==> src/rtl/apb_pkg.sv <==
// apb_pkg: shared types and constants for the APB memory completer.
//   apb_slv_state_e     : bus-phase state of the completer FSM
//   RESP_OKAY/RESP_ERR  : PSLVERR encodings
//   MAX_WAIT_STATES     : largest supported programmable wait-state count
//   MAX_RD_LATENCY      : largest supported memory read latency
//   ctr_width()         : width of a down-counter able to hold 0..max_count
package apb_pkg;

  typedef enum logic [1:0] {
    IDLE   = 2'd0,
    SETUP  = 2'd1,
    ACCESS = 2'd2
  } apb_slv_state_e;

  localparam logic RESP_OKAY = 1'b0;
  localparam logic RESP_ERR  = 1'b1;

  localparam int MAX_WAIT_STATES = 15;
  localparam int MAX_RD_LATENCY  = 3;

  // Never returns 0, so a counter for a zero maximum still has one bit.
  function automatic int ctr_width(input int max_count);
    return (max_count < 1) ? 1 : $clog2(max_count + 1);
  endfunction

endpackage

==> src/rtl/apb_slv_wait_ctr.sv <==
// apb_slv_wait_ctr: loadable down-counter with a zero flag.
// The load value is visible on count in the load cycle itself, so a zero load
// flags zero immediately (zero-wait completion in the first ACCESS cycle).
//   clk, rst  : clock, asynchronous active-high reset
//   load      : take load_val as the count for this cycle
//   load_val  : value to load
//   dec       : step the count down at the end of this cycle
//   count     : count in effect for the current cycle
//   zero      : count == 0
module apb_slv_wait_ctr #(
  parameter int W = 1
) (
  input  logic         clk,
  input  logic         rst,
  input  logic         load,
  input  logic [W-1:0] load_val,
  input  logic         dec,
  output logic [W-1:0] count,
  output logic         zero
);

  logic [W-1:0] cnt_q;

  assign count = load ? load_val : cnt_q;
  assign zero  = (count == '0);

  // Saturates at zero; the next transfer always reloads.
  always_ff @(posedge clk or posedge rst) begin
    if (rst) begin
      cnt_q <= '0;
    end else if (load || dec) begin
      cnt_q <= zero ? '0 : (count - W'(1));
    end
  end

endmodule

==> src/rtl/apb_mem_slave.sv <==
// apb_mem_slave: APB4 completer bridging one APB port onto a single-port
// synchronous memory, with programmable wait states, read-latency
// compensation, back-to-back transfers and abort on protocol violation.
//
// Optional feature macro: APB_SLV_PROT_EN
//   defined   -> prot port present; unprivileged (prot[0]=0) access at
//                addr >= PROT_BASE returns slverr without touching memory
//   undefined -> no prot port; only the out-of-range check applies
//
// Ports:
//   clk, rst        clock, asynchronous active-high reset
//   sel/enable/write/addr/wdata/strobe/prot   APB requester side (PSEL ...)
//   ready/slverr/rdata                        APB completer response
//   mem_wr/mem_rd   one-cycle memory strobes
//   mem_be/mem_address/mem_data_in            memory request fields
//   mem_data_out    memory read data (held until the next mem_rd)
//   dbg_state       bus phase of the current cycle (apb_slv_state_e)
//
// Handshake: a transfer is one cycle of sel & ~enable (SETUP) followed by
// sel & enable (ACCESS) held until ready=1. Dropping sel or enable before
// ready aborts the transfer silently. slverr and rdata are meaningful only
// while ready=1 and are 0 otherwise.
module apb_mem_slave
  import apb_pkg::*;
#(
  parameter int ADDR_W      = 32,
  parameter int DATA_W      = 32,
  parameter int MEM_DEPTH   = 1024,
  parameter int WAIT_STATES = 0,
  parameter int RD_LATENCY  = 0,
  parameter int PROT_BASE   = MEM_DEPTH / 2
) (
  input  logic                clk,
  input  logic                rst,
  input  logic                sel,
  input  logic                enable,
  input  logic                write,
  input  logic [ADDR_W-1:0]   addr,
  input  logic [DATA_W-1:0]   wdata,
  input  logic [DATA_W/8-1:0] strobe,
`ifdef APB_SLV_PROT_EN
  input  logic [2:0]          prot,
`endif
  output logic                ready,
  output logic                slverr,
  output logic [DATA_W-1:0]   rdata,
  output logic                mem_wr,
  output logic                mem_rd,
  output logic [DATA_W/8-1:0] mem_be,
  output logic [ADDR_W-1:0]   mem_address,
  output logic [DATA_W-1:0]   mem_data_in,
  input  logic [DATA_W-1:0]   mem_data_out,
  output logic [1:0]          dbg_state
);

  localparam int SW = DATA_W / 8;
  // Out-of-range settings are clamped to what the counter is sized for.
  localparam int WS = (WAIT_STATES > MAX_WAIT_STATES) ? MAX_WAIT_STATES : WAIT_STATES;
  localparam int RL = (RD_LATENCY > MAX_RD_LATENCY) ? MAX_RD_LATENCY : RD_LATENCY;
  localparam int CW = ctr_width(WS + RL);

  localparam logic [CW-1:0]   WS_C    = CW'(WS);
  localparam logic [CW-1:0]   RL_C    = CW'(RL);
  localparam logic [ADDR_W:0] DEPTH_L = (ADDR_W + 1)'(MEM_DEPTH);

  // ---------------------------------------------------------------------
  // Error decode on the live bus (used in the first ACCESS cycle)
  // ---------------------------------------------------------------------
  logic err_live;

`ifdef APB_SLV_PROT_EN
  localparam logic [ADDR_W:0] PROT_L = (ADDR_W + 1)'(PROT_BASE);
  logic unused_prot;
  assign unused_prot = ^prot[2:1];
  assign err_live = ({1'b0, addr} >= DEPTH_L) |
                    (({1'b0, addr} >= PROT_L) & ~prot[0]);
`else
  localparam logic [ADDR_W:0] unused_prot_base = (ADDR_W + 1)'(PROT_BASE);
  assign err_live = ({1'b0, addr} >= DEPTH_L);
`endif

  // ---------------------------------------------------------------------
  // FSM: state_q is the phase of the previous cycle, state the phase of
  // the current one (decoded from state_q and the live bus).
  // ---------------------------------------------------------------------
  apb_slv_state_e state_q, state;
  logic           done_q;

  always_comb begin
    state = IDLE;
    case (state_q)
      IDLE:   if (sel && !enable) state = SETUP;
      SETUP:  if (sel) state = enable ? ACCESS : SETUP;
      ACCESS: begin
        if (done_q) begin
          if (sel && !enable) state = SETUP;   // back-to-back
        end else if (sel && enable) begin
          state = ACCESS;                      // still waiting
        end
      end
      default: state = IDLE;
    endcase
  end

  logic entry, in_access;
  assign in_access = (state == ACCESS);
  assign entry     = in_access && (state_q == SETUP);

  // Transfer attributes: live bus on entry, captured copy afterwards.
  logic              write_q, err_q;
  logic [ADDR_W-1:0] addr_q;
  logic [DATA_W-1:0] wdata_q;
  logic [SW-1:0]     strobe_q;

  logic              cur_write, cur_err;
  logic [ADDR_W-1:0] cur_addr;
  logic [DATA_W-1:0] cur_wdata;
  logic [SW-1:0]     cur_strobe;

  assign cur_write  = entry ? write    : write_q;
  assign cur_err    = entry ? err_live : err_q;
  assign cur_addr   = entry ? addr     : addr_q;
  assign cur_wdata  = entry ? wdata    : wdata_q;
  assign cur_strobe = entry ? strobe   : strobe_q;

  // Reads wait out the memory latency on top of the wait states; writes
  // and error transfers only see the wait states.
  logic [CW-1:0] load_val, ctr_count;
  logic          ctr_zero;
  assign load_val = WS_C + ((!cur_write && !cur_err) ? RL_C : '0);

  apb_slv_wait_ctr #(
    .W (CW)
  ) u_wait_ctr (
    .clk      (clk),
    .rst      (rst),
    .load     (entry),
    .load_val (load_val),
    .dec      (in_access && !entry),
    .count    (ctr_count),
    .zero     (ctr_zero)
  );

  logic done, wr_fire, rd_fire;
  assign done    = in_access && ctr_zero;
  assign wr_fire = done && cur_write && !cur_err && (|cur_strobe);
  // Issue the read exactly RD_LATENCY cycles before completion.
  assign rd_fire = in_access && !cur_write && !cur_err && (ctr_count == RL_C);

  always_ff @(posedge clk or posedge rst) begin
    if (rst) begin
      state_q  <= IDLE;
      done_q   <= 1'b0;
      write_q  <= 1'b0;
      err_q    <= 1'b0;
      addr_q   <= '0;
      wdata_q  <= '0;
      strobe_q <= '0;
    end else begin
      state_q <= state;
      done_q  <= done;
      if (entry) begin
        write_q  <= write;
        err_q    <= err_live;
        addr_q   <= addr;
        wdata_q  <= wdata;
        strobe_q <= strobe;
      end
    end
  end

  // ---------------------------------------------------------------------
  // Outputs: everything is 0 outside its active cycle.
  // ---------------------------------------------------------------------
  always_comb begin
    ready       = done;
    slverr      = RESP_OKAY;
    rdata       = '0;
    mem_wr      = wr_fire;
    mem_rd      = rd_fire;
    mem_be      = '0;
    mem_address = '0;
    mem_data_in = '0;
    if (done && cur_err) slverr = RESP_ERR;
    if (done && !cur_write && !cur_err) rdata = mem_data_out;
    if (wr_fire) begin
      mem_be      = cur_strobe;
      mem_address = cur_addr;
      mem_data_in = cur_wdata;
    end else if (rd_fire) begin
      mem_be      = '1;
      mem_address = cur_addr;
    end
  end

  assign dbg_state = state;

endmodule

==> config.mk <==
export PLATFORM = sky130hd
export DESIGN_NAME = apb_mem_slave
export DESIGN_NICKNAME = d
export VERILOG_FILES = /design/src/rtl/apb_pkg.sv /design/src/rtl/apb_slv_wait_ctr.sv /design/src/rtl/apb_mem_slave.sv
export SDC_FILE = /design/constraint.sdc
export NUM_CORES = 1
export LEC_CHECK = 0
export CAP_MARGIN = 20
export CORE_MARGIN = 4
export CORE_UTILIZATION = 44
export DETAILED_ROUTE_END_ITERATION = 8
export DONT_BUFFER_PORTS = 1
export GPL_TIMING_DRIVEN = 0
export PLACE_DENSITY = 0.64
export SYNTH_ARGS = -nofsm -noshare
export SYNTH_HDL_FRONTEND = slang
export SYNTH_SLANG_ARGS = --single-unit
==> constraint.sdc <==
create_clock -name clk -period 3.08 [get_ports clk]
set_clock_uncertainty 0.15 [all_clocks]
set_input_delay 0.154 -clock clk [delete_from_list [all_inputs] [get_ports clk]]
set_output_delay 0.154 -clock clk [all_outputs]
set_load 0.005 [all_outputs]
==> impl_metrics.toml, run 1 <==
[status]
outcome = "completed"

[logic_synthesis]
syn_inst_count = 400
synth-warning-count = 0
netlist_top_cells_area = "sky130_fd_sc_hd__dfrtp_1 (47%), sky130_fd_sc_hd__mux2_2 (14%), sky130_fd_sc_hd__nand2_1 (10%)"
syn_nets = 505
ys_seq_area_share_pct = 47.28
yosysUniqueCellTypes = 27
synth_area_leader_cell = "sky130_fd_sc_hd__dfrtp_1"
syn-mean-instance-area_um2 = 9.659
synth_top_cell_area_share_pct = 47.28
number_of_synthesized_register_bits = 73
netlist_area_mm2 = 0.003864

[cells_and_area]
num-fill-cells = 701
fin_area_mm2 = 0.004956
multiInputGateArea_mm2 = 0.001844
layout.nets = 589
final_cells = 593
areaGrowthSynthToFinish_pct = 28.27
share_of_post_route_cells_with_drive_strength_above_1_pct = 24.39
sequential_cell_area_mm2 = 0.001827
insertedDiodeCount = 0
mostFrequentLayoutCell = "sky130_fd_sc_hd__nand2_1"
layout_common_cells = "sky130_fd_sc_hd__nand2_1 (105), sky130_fd_sc_hd__dfrtp_1 (73), sky130_fd_sc_hd__dlygate4sd3_1 (72), sky130_fd_sc_hd__mux2_2 (48), sky130_fd_sc_hd__nor3_1 (45)"

[timing]
layout_min_cycle_time_ps = 2633
worst-slew-pin-transition_ps = 513.6
tns_ps = 0
finalHoldViolCount = 0
clock.fmax_mhz = 379.7
report.final.slew_viol_count = 0
setup-violations-final = 0
rsz0062_at_grt = "no"
layout_worst_path_cycle_share_pct = 85.50
final.hold.worst_slack_ps = 128.4
relSlewSlack_pct = 65.45

[setup_path]
critPathMaxStageDelay_ps = 410
cp-end-kind = "output pin"
rrSetupSlack_ps = 1160
critical_path_cell_with_the_highest_stage_delay = "sky130_fd_sc_hd__dfrtp_1"
worstPathMaxFanout = 10
cp_data_arrival_time_ps = 2330
cp-startpoint = "state_q[1]$_DFF_PP0_"
timing.critical_path.from_type = "register"
timing.critical_path.cells = "and4b_1 > buf_2 > nand3_1 > o22ai_2 > inv_2 > buf_2 > nor3_1"
worst-setup-path-type = "reg -> out"
worst_r2r_startpoint = "state_q[1]$_DFF_PP0_"
required_ps = 2780
crit_path_frequent_cell = "sky130_fd_sc_hd__buf_2"

[worst_hold_path]
holdCritStartpoint = "sel"
worst_hold_path_type = "in -> reg"

[power]
pwr_density_cell_mw_per_mm2 = 526.3
clockPowerShare_pct = 31.5
switching_power_uw = 696.4
sw_frac_of_total_pct = 26.70
internal-power_uw = 1912
max-vdd-ir-drop_uv = 327.8
leakage_uw = 0.002159
power.sequential.fraction_pct = 47.2
combPwrFrac_pct = 21.2

[cts]
number_of_h_tree_levels = 3
clk_pin_slew_worst_paths_ps = 80
cts_tree = "built"
cts.root.buffer_cell = "sky130_fd_sc_hd__clkbuf_8"
post_cts.resized_instances = 0
cts_buffers = 9
tritoncts_num_sinks = 73
cts-root-to-sink-buffers = 2
clk-insertion-delay-late_ps = 340

[route]
drc_errors = 0
initialDrtViolationCount = 106
num_vias = 3270
postRouteWirelength_um = 11830
drt-pass1-iter-count = 4
routedWlPerCell_um = 19.95
route.detailed.vias_per_inst = 5.514
final_antenna_net_count = 0

[floorplanning]
chipHeight_um = 101.7
floorplan.die_area_mm2 = 0.01034
core_mm2 = 0.008382
io-pin-count = 211
chipWidth_um = 101.7
placement_rows = 33
initial_core_util_pct = 46.10

[global_routing]
grt_pass1_wl_um = 17880
track_usage_pct = 22.41
grt_pass1_vias = 3377
grt_antenna_before_repair = 0
aggregate_global_routing_overflow = 0
grt_start_max_net_pins = 39

[placed_design]
globalplace.congestion = 0.8141
place.detailed.hpwl_um = 8141
placement.io_buffers = 0
placed_area_mm2 = 0.004018
place.detailed.instances = 506

[flow_run]
drv.max_cap_violation_count = 0
path summary, 6_finish.rpt:
check | endpoint | depth (start not counted)
max | mem_data_in[30] | 7
min | strobe_q[0]$_DFF_PP0_ | 3
max reg2reg | err_q$_DFF_PP0_ | 6
min reg2reg | wdata_q[0]$_DFF_PP0_ | 2
max in group asynchronous | wdata_q[24]$_DFF_PP0_ | 3
min in group asynchronous | addr_q[2]$_DFF_PP0_ | 2
state kept, by name, indices dropped and copies added, names as in the netlist:
| name | count |
|---|---|
| addr_q | 32 |
| done_q | 1 |
| state_q | 2 |
| wdata_q | 32 |
| err_q | 1 |
| strobe_q | 4 |
| write_q | 1 |
power by group through the flow:
stage | registers, µW | clock network, µW | logic (µW)
floorplan | 1230 | 0 | 383
global placement | 1240 | 0 | 454
detailed placement | 1250 | 0 | 469
global route | 1250 | 890 | 620
CTS | 1230 | 846 | 546
finish | 1230 | 823 | 553
worst max-delay path, delay by kind of cell, from the launching register on:
kind            cells  cell delay, ps
compound gates      1             270
buf+inv             3             570
flops               1             410
simple gates        3             730
metrics by stage:
stage	utilization (%)	power, µW	setup WS (ps)
finish	59.13	2609	446.6
global route	59.13	2762	261.0
floorplan	-	1611	922.7
global placement	47.66	1692	66.64
detailed placement	47.93	1718	726.8
CTS	59.13	2622	333.3
cell families (layout without fill, tap and decap cells):
group	after synthesis	count (layout)	synth area share, %
flip-flops	73	73	47.28
AND/OR/NAND/NOR	228	228	31.41
buffers and inverters	41	129	4.987
AO/OA/AOI/OAI	8	8	1.490
multiplexers	50	50	14.83
Yosys cell counts, drive strengths merged:
cell type / n
a22oi: 1
and3: 32
and3b: 1
and4b: 1
buf: 29
clkbuf: 6
dfrtp: 73
inv: 6
mux2: 48
mux2i: 2
nand2: 105
nand3: 2
nand4: 1
nand4b: 1
nor2: 11
nor2b: 1
nor3: 45
nor3b: 20
nor4: 8
o211ai: 1
o21ai: 5
o22ai: 1
layer usage:
metal  up-vias  GRT usage [%]  wire length [µm]
li1       1526              -                 -
met1      1603          29.64              5137
met2       128          35.92              5613
met3        13          6.405               977
met4         0          6.544               104
met5         -              0                 0
cell type report:
class / instances / share of cell area (%)
multi-input cells: 286 / 37.21
clock buffers: 10 / 2.777
repair buffers: 73 / 14.95
clock inverters: 5 / 1.616
flip-flops and latches: 73 / 36.86
inverters: 6 / 0.5049
well taps: 105 / 2.651
plain buffers: 35 / 3.433
timing repair:
action	in CTS	in global routing
hold buffers	72	0
buffers inserted	0	0
hold endpoints to repair	143	0
Note: power is estimated with default switching activity, not from simulation.
==> run 2, diff against run 1 <==
--- a/config.mk
+++ b/config.mk
@@ -10,8 +10,7 @@
 export CORE_UTILIZATION = 44
 export DETAILED_ROUTE_END_ITERATION = 8
 export DONT_BUFFER_PORTS = 1
-export GPL_TIMING_DRIVEN = 0
-export PLACE_DENSITY = 0.64
+export PLACE_DENSITY = 0.57
 export SYNTH_ARGS = -nofsm -noshare
 export SYNTH_HDL_FRONTEND = slang
 export SYNTH_SLANG_ARGS = --single-unit
==> run 2 against run 1 <==
Largest power group unchanged. Sequential power about the same. Combinational power decreased by 2%. Power decreased by 6.3%. Largest cell class unchanged. Core utilization decreased by 0.73 points. Cell count decreased by 2.9%. First-iteration DRC count increased by 10%. Critical path type unchanged. Final area decreased by 1.2%. Die area unchanged. Setup slack got worse by 180 ps.
==> impl_metrics.toml, run 2 (synthesis gave the netlist of run 1 again) <==
[setup_path]
worst_r2r_startpoint = "state_q[0]$_DFF_PP0_"
cp-startpoint = "state_q[0]$_DFF_PP0_"
cp-end-kind = "output pin"
path_delay_family = "buffers and inverters"
timing.critical_path.cells = "and4b_1 > buf_4 > o22ai_4 > inv_2 > buf_4 > nor3_1"
critical_path_buf_inv_count = 3
crit_path_frequent_cell = "sky130_fd_sc_hd__buf_4"
cp_data_arrival_time_ps = 2510
critical_path_cell_with_the_highest_stage_delay = "sky130_fd_sc_hd__dfrtp_1"
required_ps = 2780
worstPathMaxFanout = 27
worst-setup-path-type = "reg -> out"
critPathMaxStageDelay_ps = 410
timing.critical_path.from_type = "register"

[floorplanning]
core_mm2 = 0.008382
io-pin-count = 211
chipWidth_um = 101.7
initial_core_util_pct = 46.10
placement_rows = 33
floorplan.die_area_mm2 = 0.01034
chipHeight_um = 101.7

[global_routing]
track_usage_pct = 20.17
aggregate_global_routing_overflow = 0
grt_antenna_before_repair = 0
grt_pass1_wl_um = 16330
grt_pass1_vias = 3229
grt_start_max_net_pins = 42

[timing]
setup-violations-final = 0
worst-slew-pin-transition_ps = 753.5
layout_worst_path_cycle_share_pct = 91.27
layout_min_cycle_time_ps = 2811
tns_ps = 0
report.final.slew_viol_count = 0
rsz0062_at_grt = "no"
clock.fmax_mhz = 355.7
final.hold.worst_slack_ps = 65.32
relSlewSlack_pct = 49.69
finalHoldViolCount = 0

[cells_and_area]
insertedDiodeCount = 0
layout.nets = 571
mostFrequentLayoutCell = "sky130_fd_sc_hd__nand2_1"
layout_top_registers = "addr_q x32, wdata_q x32, strobe_q x4"
num-fill-cells = 720
areaGrowthSynthToFinish_pct = 26.68
multiInputGateArea_mm2 = 0.001867
share_of_post_route_cells_with_drive_strength_above_1_pct = 22.72
sequential_cell_area_mm2 = 0.001827
layout_common_cells = "sky130_fd_sc_hd__nand2_1 (105), sky130_fd_sc_hd__dfrtp_1 (73), sky130_fd_sc_hd__dlygate4sd3_1 (72), sky130_fd_sc_hd__mux2_2 (48), sky130_fd_sc_hd__nor3_1 (45)"

[route]
num_vias = 3115
route.detailed.vias_per_inst = 5.408
postRouteWirelength_um = 10800
initialDrtViolationCount = 117
routedWlPerCell_um = 18.75
drt-pass1-iter-count = 4
final_antenna_net_count = 0
drc_errors = 0

[flow_run]
drv.max_cap_violation_count = 0

[power]
clockPowerShare_pct = 27.5
combPwrFrac_pct = 22.1
internal-power_uw = 1771
pwr_density_cell_mw_per_mm2 = 499.2
power.sequential.fraction_pct = 50.4
max-vdd-ir-drop_uv = 304.1
switching_power_uw = 672.7
leakage_uw = 0.002120
sw_frac_of_total_pct = 27.53

[worst_hold_path]
holdCritStartpoint = "write"
worst_hold_path_type = "in -> reg"

[cts]
cts_tree = "built"
clk-insertion-delay-late_ps = 330
cts-root-to-sink-buffers = 2
clk_pin_slew_worst_paths_ps = 70
cts.root.buffer_cell = "sky130_fd_sc_hd__clkbuf_8"
tritoncts_num_sinks = 73
number_of_h_tree_levels = 3
cts_buffers = 9

[placed_design]
placement.io_buffers = 0
globalplace.congestion = 0.8145
place.detailed.hpwl_um = 7310

[status]
outcome = "completed"
## run 2: cell count changes in the layout (fill, tap and decap cells not counted), moves of 2 or more
| cell | change |
|---|---|
| sky130_fd_sc_hd__clkinv_2 | +2 |
| sky130_fd_sc_hd__bufinv_16 | -2 |
| sky130_fd_sc_hd__clkinvlp_4 | -2 |
| sky130_fd_sc_hd__clkbuf_1 | -4 |
| sky130_fd_sc_hd__buf_4 | +14 |
| sky130_fd_sc_hd__buf_2 | -28 |
## run 2: layer usage
| metal | vias up | routed length, µm | GRT usage [%] |
|---|---|---|---|
| met4 | 0 | 114 | 4.397 |
| met2 | 114 | 5196 | 32.85 |
| met5 | - | 0 | 0 |
| met1 | 1495 | 4565 | 25.59 |
| met3 | 10 | 925 | 7.782 |
| li1 | 1496 | - | - |
## run 2: power by group through the flow
stage                     registers (µW)  clock network, µW  logic [µW]
after CTS                           1230                696         544
after global routing                1250                734         609
after detailed placement            1250                  0         466
after global placement              1240                  0         450
after floorplan                     1230                  0         383
final                               1230                672         540
## run 2: path summary, 6_finish.rpt
kind / end / slack (ps) / cells after the start
max in group asynchronous: wdata_q[7]$_DFF_PP0_ / 1720 / 3
setup / recovery: mem_address[8] / 270 / 6
min in group asynchronous: addr_q[17]$_DFF_PP0_ / 260 / 2
hold reg to reg: wdata_q[0]$_DFF_PP0_ / 320 / 2
hold / removal: write_q$_DFF_PP0_ / 70 / 2
setup reg to reg: addr_q[2]$_DFF_PP0_ / 1120 / 3
## run 2: through the flow
stage                     total power [µW]  util, %  worst slack, ps  std cells  area (µm²)
after floorplan                       1611        -            922.7        400        3864
after global placement                1689    47.48            182.8        487        3980
after detailed placement              1714    47.48            143.1        487        3980
after CTS                             2470    58.25            80.58        575        4882
after global routing                  2596    58.40            58.64        576        4895
final                                 2443    58.40            268.8        576        4895
## run 2: final cells by class
cell class	count	area share (%)
Multi-Input combinational cell	287	38.14
Timing Repair Buffer	89	17.84
Clock inverter	3	0.3067
Inverter	6	0.4601
Sequential cell	73	37.32
Tap cell	105	2.684
Clock buffer	13	3.246
## run 2: what timing repair did
item                                   in CTS  in global routing
gates resized for setup                     1                  0
hold buffers                               72                  0
gates cloned                                0                  1
setup endpoints to repair                  48                 45
pin swaps                                   0                  1
endpoints found under the hold margin     103                  0
setup buffers                               0                  0
## run 2: worst reg2reg max path, delay by kind of cell, from the launching register on
kind	cells	cell delay, ps
DFF	1	410
and+or+nand+nor	1	320
muxes	1	430
buffers and inverters	1	530
==> run 3, diff against run 2 <==
--- a/config.mk
+++ b/config.mk
@@ -10,7 +10,7 @@
 export CORE_UTILIZATION = 44
 export DETAILED_ROUTE_END_ITERATION = 8
 export DONT_BUFFER_PORTS = 1
-export PLACE_DENSITY = 0.57
+export PLACE_DENSITY = 0.68
 export SYNTH_ARGS = -nofsm -noshare
 export SYNTH_HDL_FRONTEND = slang
 export SYNTH_SLANG_ARGS = --single-unit
==> run 3 against run 2 <==
Global-route usage rose by 1.2 points. Cell count down 0.17%. First-iteration DRC count decreased by 6.0%. Non-clock buffer count is 2 lower. Highest routed layer unchanged. Critical path type unchanged.
==> impl_metrics.toml, run 3 (synthesis gave the netlist of run 1 again) <==
[setup_path]
timing.critical_path.from_type = "register"
required_ps = 2780
critPathMaxStageDelay_ps = 440
worst_r2r_startpoint = "state_q[1]$_DFF_PP0_"
cp-end-kind = "output pin"
worstPathMaxFanout = 20
reg2reg_depth = 3
cp_data_arrival_time_ps = 2580
critical_path_cell_with_the_highest_stage_delay = "sky130_fd_sc_hd__nand4b_1"
rrSetupSlack_ps = 1200
worst-setup-path-type = "reg -> out"
critical_path.reg2reg.endpoint = "write_q$_DFF_PP0_"
timing.critical_path.cells = "nand4b_1 > mux2i_4 > inv_2 > nand3_1 > buf_4 > nor3b_2"

[floorplanning]
io-pin-count = 211
placement_rows = 33
initial_core_util_pct = 46.10
chipHeight_um = 101.7
core_mm2 = 0.008382
chipWidth_um = 101.7
floorplan.die_area_mm2 = 0.01034

[route]
drc_errors = 0
final_antenna_net_count = 0
routedWlPerCell_um = 19.58
route.detailed.vias_per_inst = 5.518
initialDrtViolationCount = 110
drt-pass1-iter-count = 5
postRouteWirelength_um = 11260
num_vias = 3173

[worst_hold_path]
worst_hold_path_type = "in -> reg"
holdCritStartpoint = "sel"
worst_hold_path.endpoint = "wdata_q[31]$_DFF_PP0_"
min_delay_path_depth = 3

[global_routing]
track_usage_pct = 21.32
grt_start_max_net_pins = 74
grt_pass1_wl_um = 17300
grt_antenna_before_repair = 0
aggregate_global_routing_overflow = 0
grt_pass1_vias = 3251

[power]
pwr_density_cell_mw_per_mm2 = 530.4
internal-power_uw = 1934
sw_frac_of_total_pct = 26.52
switching_power_uw = 698.1
combPwrFrac_pct = 20.9
leakage_uw = 0.002143
power.sequential.fraction_pct = 46.9
clockPowerShare_pct = 32.3
max-vdd-ir-drop_uv = 344.9

[cts]
cts_buffers = 9
number_of_h_tree_levels = 3
cts_tree = "built"
clk-insertion-delay-late_ps = 340
cts.root.buffer_cell = "sky130_fd_sc_hd__clkbuf_8"
tritoncts_num_sinks = 73
cts-root-to-sink-buffers = 2
clk_pin_slew_worst_paths_ps = 70

[timing]
worst-slew-pin-transition_ps = 729.2
tns_ps = 0
rsz0062_at_grt = "yes"
clock.fmax_mhz = 347.1
layout_min_cycle_time_ps = 2881
relSlewSlack_pct = 51.27
final.hold.worst_slack_ps = 149.7
finalHoldViolCount = 0
worst_setup_slack_final_ps = 199.3
layout_worst_path_cycle_share_pct = 93.53
report.final.slew_viol_count = 0
setup-violations-final = 0

[cells_and_area]
mostFrequentLayoutCell = "sky130_fd_sc_hd__nand2_1"
layout_top_registers = "addr_q x32, wdata_q x32, strobe_q x4"
areaGrowthSynthToFinish_pct = 28.47
layout_common_cells = "sky130_fd_sc_hd__nand2_1 (105), sky130_fd_sc_hd__dfrtp_1 (73), sky130_fd_sc_hd__dlygate4sd3_1 (72), sky130_fd_sc_hd__mux2_2 (48), sky130_fd_sc_hd__nor3_1 (45)"
insertedDiodeCount = 0
layout.nets = 570
share_of_post_route_cells_with_drive_strength_above_1_pct = 22.98

[flow_run]
drv.max_cap_violation_count = 0

[placed_design]
globalplace.congestion = 0.7556
place.detailed.hpwl_um = 7203
dp_worst_setup_slack_ps = 158.0
placement.io_buffers = 0

[status]
outcome = "completed"
## run 3: changes by cell type in the layout (fill, tap and decap cells not counted)
cell / previous run / this run
sky130_fd_sc_hd__buf_12: 2 / 3
sky130_fd_sc_hd__nor2_2: 1 / 0
sky130_fd_sc_hd__bufinv_16: 0 / 2
sky130_fd_sc_hd__buf_4: 15 / 12
sky130_fd_sc_hd__clkbuf_1: 2 / 0
sky130_fd_sc_hd__nor2_4: 1 / 3
sky130_fd_sc_hd__clkinvlp_4: 0 / 1
sky130_fd_sc_hd__clkinv_2: 3 / 2
## run 3: routing by layer
| metal | track usage [%] | wire length, µm | vias to the layer above |
|---|---|---|---|
| met2 | 34.96 | 5427 | 124 |
| met1 | 27.85 | 4868 | 1545 |
| li1 | - | - | 1493 |
| met4 | 4.192 | 103 | 0 |
| met5 | 0 | 0 | - |
| met3 | 6.887 | 861 | 11 |
## run 3: how the worst max path moves through the flow
stage                                     end  cells after the start                 start  slack [ps]
after floorplan           addr_q[0]$_DFF_PP0_                      1                   rst         920
after global placement        mem_address[15]                      7              addr[12]         250
after detailed placement      mem_address[15]                      7              addr[12]         160
after CTS                     mem_address[15]                      7  state_q[1]$_DFF_PP0_          20
after global routing          mem_data_in[27]                      6  state_q[1]$_DFF_PP0_         -20
final                         mem_data_in[19]                      6  state_q[1]$_DFF_PP0_         200
## run 3: repair_timing
item                       in CTS  in global routing
setup buffers                   0                  1
setup endpoints to repair      44                 86
hold buffers                   72                  0
resized for setup               2                  1
pin swaps                       0                  2
hold endpoints to repair      143                  0
gates cloned                    0                  2
## run 3: power groups by stage
stage / logic [µW] / clock network (µW) / registers [µW]
floorplan: 383 / 0 / 1230
global placement: 442 / 0 / 1240
detailed placement: 463 / 0 / 1250
CTS: 542 / 882 / 1230
global route: 617 / 925 / 1250
finish: 550 / 849 / 1230
## run 3: area by class of cell
| class | count | area, µm² |
|---|---|---|
| tap | 105 | 131.4 |
| sequential | 73 | 1827 |
| timing repair buffer | 87 | 870.8 |
| clock buffer | 11 | 151.4 |
| fill | 706 | 3418 |
| multi-input combinational | 288 | 1883 |
| clock inverter | 5 | 77.57 |
| inverter | 6 | 22.52 |
## run 3: worst max-delay path, delay by kind of cell (launching register included)
family,cells,cell delay [ps]
buffers and inverters,2,600
flip-flops,1,410
multiplexers,1,380
AND/OR/NAND/NOR,3,840
## run 3: through the flow
stage                     util, %  instances  power (µW)  instance area [µm²]
after global routing        59.22        575        2796                 4964
after global placement      47.37        484        1680                 3970
after floorplan                 -        400        1611                 3864
final                       59.22        575        2632                 4964
after CTS                   58.84        572        2657                 4932
after detailed placement    47.37        484        1713                 3970
